## config.mk

```make
export PLATFORM = sky130hd
export DESIGN_NAME = seq_divider
export DESIGN_NICKNAME = d
export VERILOG_FILES = /design/src/rtl/div_pkg.sv /design/src/rtl/div_abs_neg.sv /design/src/rtl/seq_divider.sv
export SDC_FILE = /design/constraint.sdc
export NUM_CORES = 1
export LEC_CHECK = 0
export ABC_CLOCK_PERIOD_IN_PS = 3350
export CORE_MARGIN = 2
export CORE_UTILIZATION = 45
export CTS_CLUSTER_DIAMETER = 30
export DETAILED_ROUTE_END_ITERATION = 10
export GPL_ROUTABILITY_DRIVEN = 0
export PLACE_DENSITY = 0.75
export SLEW_MARGIN = 15
export SYNTH_ARGS = -nofsm -noshare
export SYNTH_HDL_FRONTEND = slang
export SYNTH_SLANG_ARGS = --single-unit
```

## constraint.sdc

```tcl
create_clock -name clk -period 3.35 [get_ports clk]
set_input_delay 0.67 -clock clk [delete_from_list [all_inputs] [get_ports clk]]
set_output_delay 0.67 -clock clk [all_outputs]
set_load 0.02 [all_outputs]
```

## src/rtl/div_pkg.sv

```systemverilog
// -----------------------------------------------------------------------------
// div_pkg
// Shared definitions for the sequential divider:
//   DIV_WIDTH   - default operand/result width (matches the 16-bit datapath
//                 that the register file presents operands on)
//   div_state_e - divider FSM state encoding
// -----------------------------------------------------------------------------
package div_pkg;

    localparam int DIV_WIDTH = 16;

    typedef enum logic [1:0] {
        IDLE   = 2'd0,
        DIVIDE = 2'd1,
        FIX    = 2'd2,
        DONE   = 2'd3
    } div_state_e;

endpackage : div_pkg

```

## src/rtl/div_abs_neg.sv

```systemverilog
// -----------------------------------------------------------------------------
// div_abs_neg
// Combinational conditional two's-complement negate. This block turns signed
// operands into magnitudes and applies the final signs to the results.
// Ports:
//   a_i   - input value
//   neg_i - 1: output is -a_i (two's complement), 0: output is a_i
//   y_o   - result, same width as a_i
// -----------------------------------------------------------------------------
module div_abs_neg
    import div_pkg::*;
#(
    parameter int WIDTH = DIV_WIDTH
) (
    input  logic [WIDTH-1:0] a_i,
    input  logic             neg_i,
    output logic [WIDTH-1:0] y_o
);

    // Select between pass-through and two's-complement negation.
    always_comb begin
        if (neg_i) begin
            y_o = (~a_i) + {{(WIDTH-1){1'b0}}, 1'b1};
        end else begin
            y_o = a_i;
        end
    end

endmodule : div_abs_neg

```

## src/rtl/seq_divider.sv

```systemverilog
// -----------------------------------------------------------------------------
// seq_divider
// Multi-cycle restoring divider, signed or unsigned, one quotient bit per
// cycle MSB-first.
// Ports:
//   clk         - clock, all state changes on the rising edge
//   reset_all   - synchronous active-low reset
//   HALT        - freeze: state, counter, datapath and outputs hold
//   start       - request, accepted only in IDLE while HALT is low
//   is_signed   - 1: two's-complement operands, 0: unsigned (captured w/ start)
//   dividend    - numerator   (captured with start)
//   divisor     - denominator (captured with start)
//   quotient    - registered quotient of the last completed operation
//   remainder   - registered remainder of the last completed operation
//   busy        - high while in DIVIDE or FIX
//   done        - completion pulse (held while HALT keeps the FSM in DONE)
//   div_by_zero - set when the last completed operation had a zero divisor
// -----------------------------------------------------------------------------
module seq_divider
    import div_pkg::*;
#(
    parameter int WIDTH = DIV_WIDTH
) (
    input  logic             clk,
    input  logic             reset_all,
    input  logic             HALT,
    input  logic             start,
    input  logic             is_signed,
    input  logic [WIDTH-1:0] dividend,
    input  logic [WIDTH-1:0] divisor,
    output logic [WIDTH-1:0] quotient,
    output logic [WIDTH-1:0] remainder,
    output logic             busy,
    output logic             done,
    output logic             div_by_zero
);

    localparam int              CNT_W     = $clog2(WIDTH + 1);
    localparam logic [CNT_W-1:0] LAST_STEP = CNT_W'(WIDTH - 1);

    // FSM and control state
    div_state_e       state_q;
    logic [CNT_W-1:0] cnt_q;
    logic             q_neg_q;      // quotient must be negated in FIX
    logic             r_neg_q;      // remainder must be negated in FIX
    logic             div0_q;       // captured divisor was zero

    // Datapath registers
    logic [WIDTH:0]   rem_q;        // partial remainder, one spare bit for carry
    logic [WIDTH-1:0] quo_q;        // dividend magnitude shifting out, quotient in
    logic [WIDTH-1:0] dsr_q;        // divisor magnitude
    logic [WIDTH-1:0] dvd_raw_q;    // unmodified dividend, used for divide-by-zero

    // Registered outputs
    logic [WIDTH-1:0] quotient_q;
    logic [WIDTH-1:0] remainder_q;
    logic             busy_q;
    logic             done_q;
    logic             div_by_zero_q;

    // Combinational helpers
    logic [WIDTH-1:0] dvd_abs_s;
    logic [WIDTH-1:0] dsr_abs_s;
    logic [WIDTH-1:0] quo_fix_s;
    logic [WIDTH-1:0] rem_fix_s;
    logic             dvd_sign_s;
    logic             dsr_sign_s;
    logic [WIDTH+1:0] shift_s;
    logic [WIDTH+1:0] trial_s;
    logic [WIDTH:0]   rem_d;
    logic [WIDTH-1:0] quo_d;

    assign dvd_sign_s = is_signed & dividend[WIDTH-1];
    assign dsr_sign_s = is_signed & divisor[WIDTH-1];

    // Operand magnitudes: negative signed operands are negated. The most
    // negative value maps onto itself, which is its correct unsigned magnitude.
    div_abs_neg #(.WIDTH(WIDTH)) u_abs_dvd (
        .a_i   (dividend),
        .neg_i (dvd_sign_s),
        .y_o   (dvd_abs_s)
    );

    div_abs_neg #(.WIDTH(WIDTH)) u_abs_dsr (
        .a_i   (divisor),
        .neg_i (dsr_sign_s),
        .y_o   (dsr_abs_s)
    );

    // Result sign correction applied in FIX.
    div_abs_neg #(.WIDTH(WIDTH)) u_fix_quo (
        .a_i   (quo_q),
        .neg_i (q_neg_q),
        .y_o   (quo_fix_s)
    );

    div_abs_neg #(.WIDTH(WIDTH)) u_fix_rem (
        .a_i   (rem_q[WIDTH-1:0]),
        .neg_i (r_neg_q),
        .y_o   (rem_fix_s)
    );

    // One restoring step: shift in the next dividend bit, try to subtract the
    // divisor, keep the difference only if it did not go negative.
    always_comb begin
        shift_s = {rem_q, quo_q[WIDTH-1]};
        trial_s = shift_s - {2'b00, dsr_q};
        if (trial_s[WIDTH+1]) begin
            rem_d = shift_s[WIDTH:0];
            quo_d = {quo_q[WIDTH-2:0], 1'b0};
        end else begin
            rem_d = trial_s[WIDTH:0];
            quo_d = {quo_q[WIDTH-2:0], 1'b1};
        end
    end

    // Divider FSM with datapath and registered outputs; HALT freezes all of it.
    always_ff @(posedge clk) begin
        if (!reset_all) begin
            state_q       <= IDLE;
            cnt_q         <= {CNT_W{1'b0}};
            q_neg_q       <= 1'b0;
            r_neg_q       <= 1'b0;
            div0_q        <= 1'b0;
            rem_q         <= {(WIDTH+1){1'b0}};
            quo_q         <= {WIDTH{1'b0}};
            dsr_q         <= {WIDTH{1'b0}};
            dvd_raw_q     <= {WIDTH{1'b0}};
            quotient_q    <= {WIDTH{1'b0}};
            remainder_q   <= {WIDTH{1'b0}};
            busy_q        <= 1'b0;
            done_q        <= 1'b0;
            div_by_zero_q <= 1'b0;
        end else if (!HALT) begin
            case (state_q)
                IDLE: begin
                    if (start) begin
                        cnt_q     <= {CNT_W{1'b0}};
                        q_neg_q   <= dvd_sign_s ^ dsr_sign_s;
                        r_neg_q   <= dvd_sign_s;
                        rem_q     <= {(WIDTH+1){1'b0}};
                        quo_q     <= dvd_abs_s;
                        dsr_q     <= dsr_abs_s;
                        dvd_raw_q <= dividend;
                        busy_q    <= 1'b1;
                        // A zero divisor skips the iteration entirely.
                        if (divisor == {WIDTH{1'b0}}) begin
                            div0_q  <= 1'b1;
                            state_q <= FIX;
                        end else begin
                            div0_q  <= 1'b0;
                            state_q <= DIVIDE;
                        end
                    end
                end
                DIVIDE: begin
                    rem_q <= rem_d;
                    quo_q <= quo_d;
                    cnt_q <= cnt_q + {{(CNT_W-1){1'b0}}, 1'b1};
                    if (cnt_q == LAST_STEP) begin
                        state_q <= FIX;
                    end
                end
                FIX: begin
                    if (div0_q) begin
                        quotient_q    <= {WIDTH{1'b1}};
                        remainder_q   <= dvd_raw_q;
                        div_by_zero_q <= 1'b1;
                    end else begin
                        quotient_q    <= quo_fix_s;
                        remainder_q   <= rem_fix_s;
                        div_by_zero_q <= 1'b0;
                    end
                    busy_q  <= 1'b0;
                    done_q  <= 1'b1;
                    state_q <= DONE;
                end
                DONE: begin
                    done_q  <= 1'b0;
                    state_q <= IDLE;
                end
                default: begin
                    busy_q  <= 1'b0;
                    done_q  <= 1'b0;
                    state_q <= IDLE;
                end
            endcase
        end
    end

    assign quotient    = quotient_q;
    assign remainder   = remainder_q;
    assign busy        = busy_q;
    assign done        = done_q;
    assign div_by_zero = div_by_zero_q;

endmodule : seq_divider

```

======== Word level (Yosys, flattened, before mapping) ========
Cells that the tools add are included.
word-level totals
  register bits after elaboration ......... 110
  input bits .............................. 37
  output and inout bits ................... 35
operators by class
  add/subtract/negate cells ............... 6
  equal/unequal tests ..................... 6
  mux-type cells .......................... 23
  bitwise logic cells ..................... 8
  reductions and logical operators ........ 11
operators with widths
  cell                   number
  $mux 16                7
  $add 16x1->16 const B  4
  $not 16->16            4
  $mux 17                2
  $pmux 17 s2            1
  $pmux 16 s2            1
  $sub 18x16->18         1
  $logic_not 16->1       1
  $reduce_and 3->1       4
  $pmux 5 s2             1
  $pmux 2 s4             1
  $mux 2                 3
  $reduce_bool 2->1      3
  $add 5x1->5 const B    1
  $eq 5x4->1 const B     1
  $mux 5                 1
  $eq 2x2->1 const B     2
  $mux 1                 4
  $ne 2x2->1 const B     2
  $pmux 1 s2             2
  $reduce_and 2->1       2
  $and 1x1->1            2
  $eq 2x1->1 const B     1
  $logic_not 2->1        1
  2 further kinds        2

======== Depth between registers and ports, before layout ========
  word-level depth ........................ 5
  depth in mapped cells ................... 11

======== Cells and area by module ========
From an unflattened synthesis, not the netlist that was laid out.
second synthesis, totals
  cells, all modules ...................... 865
  area total of the unflattened synthesis .. 6,924.1 sq um
by module, submodules not included
  module       instances  cells each  area each (sq um)  seq. area each (sq um)
  seq_divider  1          677         5,592.9            2,202.1
  div_abs_neg  4          47          332.8              0.0

======== Worst setup path before layout ========
OpenSTA, ideal clock, no wires.
  path type ............................... register -> register
  start point ............................. register quo_q[15]
  end point ............................... register rem_q[16]
  setup time .............................. 63 ps
  arrival ................................. 2,499 ps
  data required time ...................... 3,287 ps
  path slack .............................. 788 ps
  stages on the path, launching flop included .. 12
  buffers on the path ..................... 0
  period minus slack after synthesis ...... 2,562 ps
  cell sequence ........................... dfxtp_1 -> inv_1 -> ha_1 -> inv_1 -> fa_1 -> a21o_1 -> a221oi_2 -> o21bai_1 -> a211oi_1 -> o21ai_0 -> or4_1 -> nand3_1
between the ends
  word-level cells in the longest chain between the ends .. 3
RTL lines
  element                 line                text
  start, declared         seq_divider.sv:50   logic [WIDTH-1:0] quo_q;
  start signal, assigned  seq_divider.sv:126  quo_q <= {WIDTH{1'b0}};
  start signal, assigned  seq_divider.sv:142  quo_q <= dvd_abs_s;
  start signal, assigned  seq_divider.sv:158  quo_q <= quo_d;
  $sub 18x16->18          seq_divider.sv:107  trial_s = shift_s - {2'b00, dsr_q};
  $mux 17                 seq_divider.sv:108  if (trial_s[WIDTH+1]) begin
  $pmux 17 s2             seq_divider.sv:135  case (state_q)
  end signal, assigned    seq_divider.sv:125  rem_q <= {(WIDTH+1){1'b0}};
  end signal, assigned    seq_divider.sv:141  rem_q <= {(WIDTH+1){1'b0}};
  end signal, assigned    seq_divider.sv:157  rem_q <= rem_d;
  end, declared           seq_divider.sv:49   logic [WIDTH:0] rem_q;
No other way between the ends.
A chain may end at the register's enable or synchronous reset.

======== Final worst setup path ========
  start point ............................. register rem_q[11]
  end point ............................... register rem_q[1]
between the ends
  word-level cells in the longest chain between the ends .. 3
RTL lines
  element         line
  $sub 18x16->18  seq_divider.sv:107
  $mux 17         seq_divider.sv:108
  $pmux 17 s2     seq_divider.sv:135
No other way between the ends.

==> metrics.txt <==
outcome complete, no violations; CP max stage cell dfxtp_1; Layout Skew roughly 0.013 ns; CTS tree built; row count 43; maximum VDD drop 0.233 mV; DP Wirelength roughly 12,000 microns; cell family with most CP delay compound AO/OA/AOI/OAI gates; setup TNS 0 ns; post-synthesis sequential area ratio approximately a third; Fin. Hold Viols 0; final worst path period share 85.3%; drt pass-1 iters 5; Synth Instances 851; WL final roughly 16,000 microns; Least-Margin Pin Slew ~1.1 ns; Reg-to-Reg Start rem_q[11]$_SDFFE_PN0P_; initial antenna violation count 0; CTS Root Cell clkbuf_16; Post-route DRC 0; Worst-path clk slew about 0.080 ns; nature of the critical path endpoint flip-flop; Power, Total 0.00337 W; part of the power in combinational logic a little under a quarter; Hold Slack 0.453 ns; post-CTS setup buffers 0; Max Cap Viol 0; Setup violations, final 0; Async SR Flop Fraction 0%; Rel. slew slack 26.6%; Die W 124 microns; area delta synth->final 18.5%; Syn Nets around 920; Yosys Warn Count 0; post-CTS sizing 0; Leakage approximately 2.9 nW; RSZ-0062 raised after global routing false; worst setup path start rem_q[11]$_SDFFE_PN0P_; hold crit path type flip-flop to flip-flop; initial DRC count 428; post-synth top area share about a third; pwr/cell area 441 nW/um^2; Clock Power Share about a third; Max clock buf depth 2; Net Sw Power 0.00104 W; buffers and inverters on the worst path 0; die area roughly 15,000 sq um; f_max 350 MHz; CTS Buf Count 9; Req. time, crit path around 3.6 ns; Starting Density 46.2%; fin nets 969; Worst Path Max Fanout 24; All-Layer GR Usage a little over a fifth; num ports ~70; largest net degree at the start of global routing 53; Reg power frac 42.7%; minimum clock period roughly 2.9 ns; post-synth design cell area 6440 sq um; first-pass GRT wire length 26,500 microns; share of cells above drive strength 1 under 10%; Ant. Diodes 0; IO buf count 71; hold_buf cts 0; CP Cell Sequence ha_1 -> a21o_1 -> a221o_1 -> or3_1 -> o311ai_1 -> nand3b_4 -> mux2i_1 -> o21ai_0; antenna viol nets, final 0; vias in the first global route roughly 5,500; synth unique cells 55; biggest area consumer among synthesized cells dfxtp_1; Hold Startpoint dvd_raw_q[4]$_SDFFE_PN0P_; Arrival @ worst endpoint between 3 and 4 ns; internal power between 0.002 and 0.0025 W; number of clock sinks 110; vias per inst approximately 5.5; kind of critical path flip-flop to flip-flop; Worst Setup Start Kind flip-flop; Clk Latency, worst-skew pair approximately 0.36 ns; CORE AREA ~14,000 sq um; Primary FF master, synth dfxtp_1; crit-path max cell delay ~0.48 ns; Post-synth EDFFs 0; GRT overflow 0; Avg Cell Area, Syn between 7 and 8 sq um; DR WL/cell approximately 15 microns; vias 5,987; Sw Ratio ~31%; htree depth 3; Final Slew Violations 0; FF+latch count, synth 110; synth top area cells dfxtp_1, nand2_1, a21oi_1; chip height between 100 and 150 microns
==> routing by layer <==
layer | global-route usage, % | routed length (microns) | up-vias
met5 | 0 | 0 | -
met4 | 7.03 | 281 | 0
met3 | 2.75 | 672 | 17
met2 | 35.6 | 7300 | 142
met1 | 29.8 | 7630 | 2754
li1 | - | - | 3074
==> sequential cells by signal (all words and copies together) (netlist names), 2 cells and up <==
register / cells
rem_q: 17
cnt_q: 5
quotient: 16
state_q: 2
dvd_raw_q: 16
dsr_q: 16
quo_q: 16
remainder: 16
==> layout make-up <==
class                           count  area, sq um
Clock inverter                      6         67.6
Tap cell                          180          225
Fill cell                        1348         6300
Sequential cell                   110         2200
Multi-Input combinational cell    656         3900
Timing Repair Buffer               90          853
Inverter                           38          143
Clock buffer                       10          239
==> cells in the mapped netlist, drive strengths merged (3+ instances only) <==
master and instances:
o311ai 4, a31oi 5, a21o 6, a311oi 4, and2 3, o21ai 78, nand3 16, a211oi 13
xor2 36, nor2 61, or4 11, a32oi 4, or2 5, a21boi 3, buf 8, and3 7
dfxtp 110, ha 26, a21oi 89, nor2b 3, xnor2 30, nand2 154, o41ai 4, mux2i 17
clkbuf 39, nor4 7, or3 7, nand2b 9, o211ai 7, inv 37, o31ai 13, nor3 14
==> per-stage QoR <==
stage / area [sq um] / std cells / setup slack [ns] / util (%)
2_1_floorplan: 6440 / 851 / 0.788 / -
3_3_place_gp: 7320 / 1074 / 0.195 / 52.6
3_5_place_dp: 7320 / 1074 / 0.146 / 52.6
4_1_cts: 7630 / 1090 / 0.500 / 54.8
5_1_grt: 7630 / 1090 / 0.274 / 54.8
6_report: 7630 / 1090 / 0.492 / 54.8
==> kinds of logic after synthesis <==
logic type	after synthesis	synth area share [%]
AOI/OAI and AO/OA	241	22.2
xor gates and xnor gates	66	8.98
adders and majority gates	27	5.36
buffers and inverters	85	5.28
DFF	110	34.2
muxes	17	2.64
and+or+nand+nor	305	21.4
==> final timing paths <==
path                                             endpoint  slack (ns)  cells past startpoint
worst max-delay path                rem_q[1]$_SDFFE_PN0P_        0.49                      8
worst min-delay path            dvd_raw_q[4]$_SDFFE_PN0P_        0.45                      2
worst min register to register  dvd_raw_q[4]$_SDFFE_PN0P_        0.45                      2
worst max register to register      rem_q[1]$_SDFFE_PN0P_        0.49                      8
==> tightest hold or removal path, stage by stage, from the launching register on <==
cell and delay [ns]:
dfxtp_1 0.31, nand2_1 0.05, a21oi_1 0.05
==> power groups by stage <==
stage / clock (W) / sequential (W) / combinational (W)
detailed placement: 0 / 0.00147 / 0.000799
finish: 0.00112 / 0.00144 / 0.000807
global route: 0.00120 / 0.00145 / 0.000899
CTS: 0.00114 / 0.00144 / 0.000803
floorplan: 0 / 0.00148 / 0.000565
global placement: 0 / 0.00147 / 0.000791
==> layout by cell type (no fill, tap or decap), drive strengths merged, types with 4 or more instances in the layout <==
| master | count |
|---|---|
| nand2 | 154 |
| dfxtp | 110 |
| a21oi | 89 |
| o21ai | 78 |
| clkdlybuf4s50 | 71 |
| nor2 | 61 |
| inv | 40 |
| xor2 | 36 |
| xnor2 | 30 |
| ha | 26 |
| buf | 19 |
| mux2i | 17 |
| nand3 | 16 |
| nor3 | 14 |
| o31ai | 13 |
| a211oi | 13 |
| or4 | 11 |
| clkbuf | 10 |
| nand2b | 9 |
| o211ai | 7 |
| and3 | 7 |
| or3 | 7 |
| nor4 | 7 |
| a21o | 6 |
| a31oi | 5 |
| or2 | 5 |
| a32oi | 4 |
| o41ai | 4 |
| a311oi | 4 |
| o311ai | 4 |
Power figures use the tool's default switching activity.
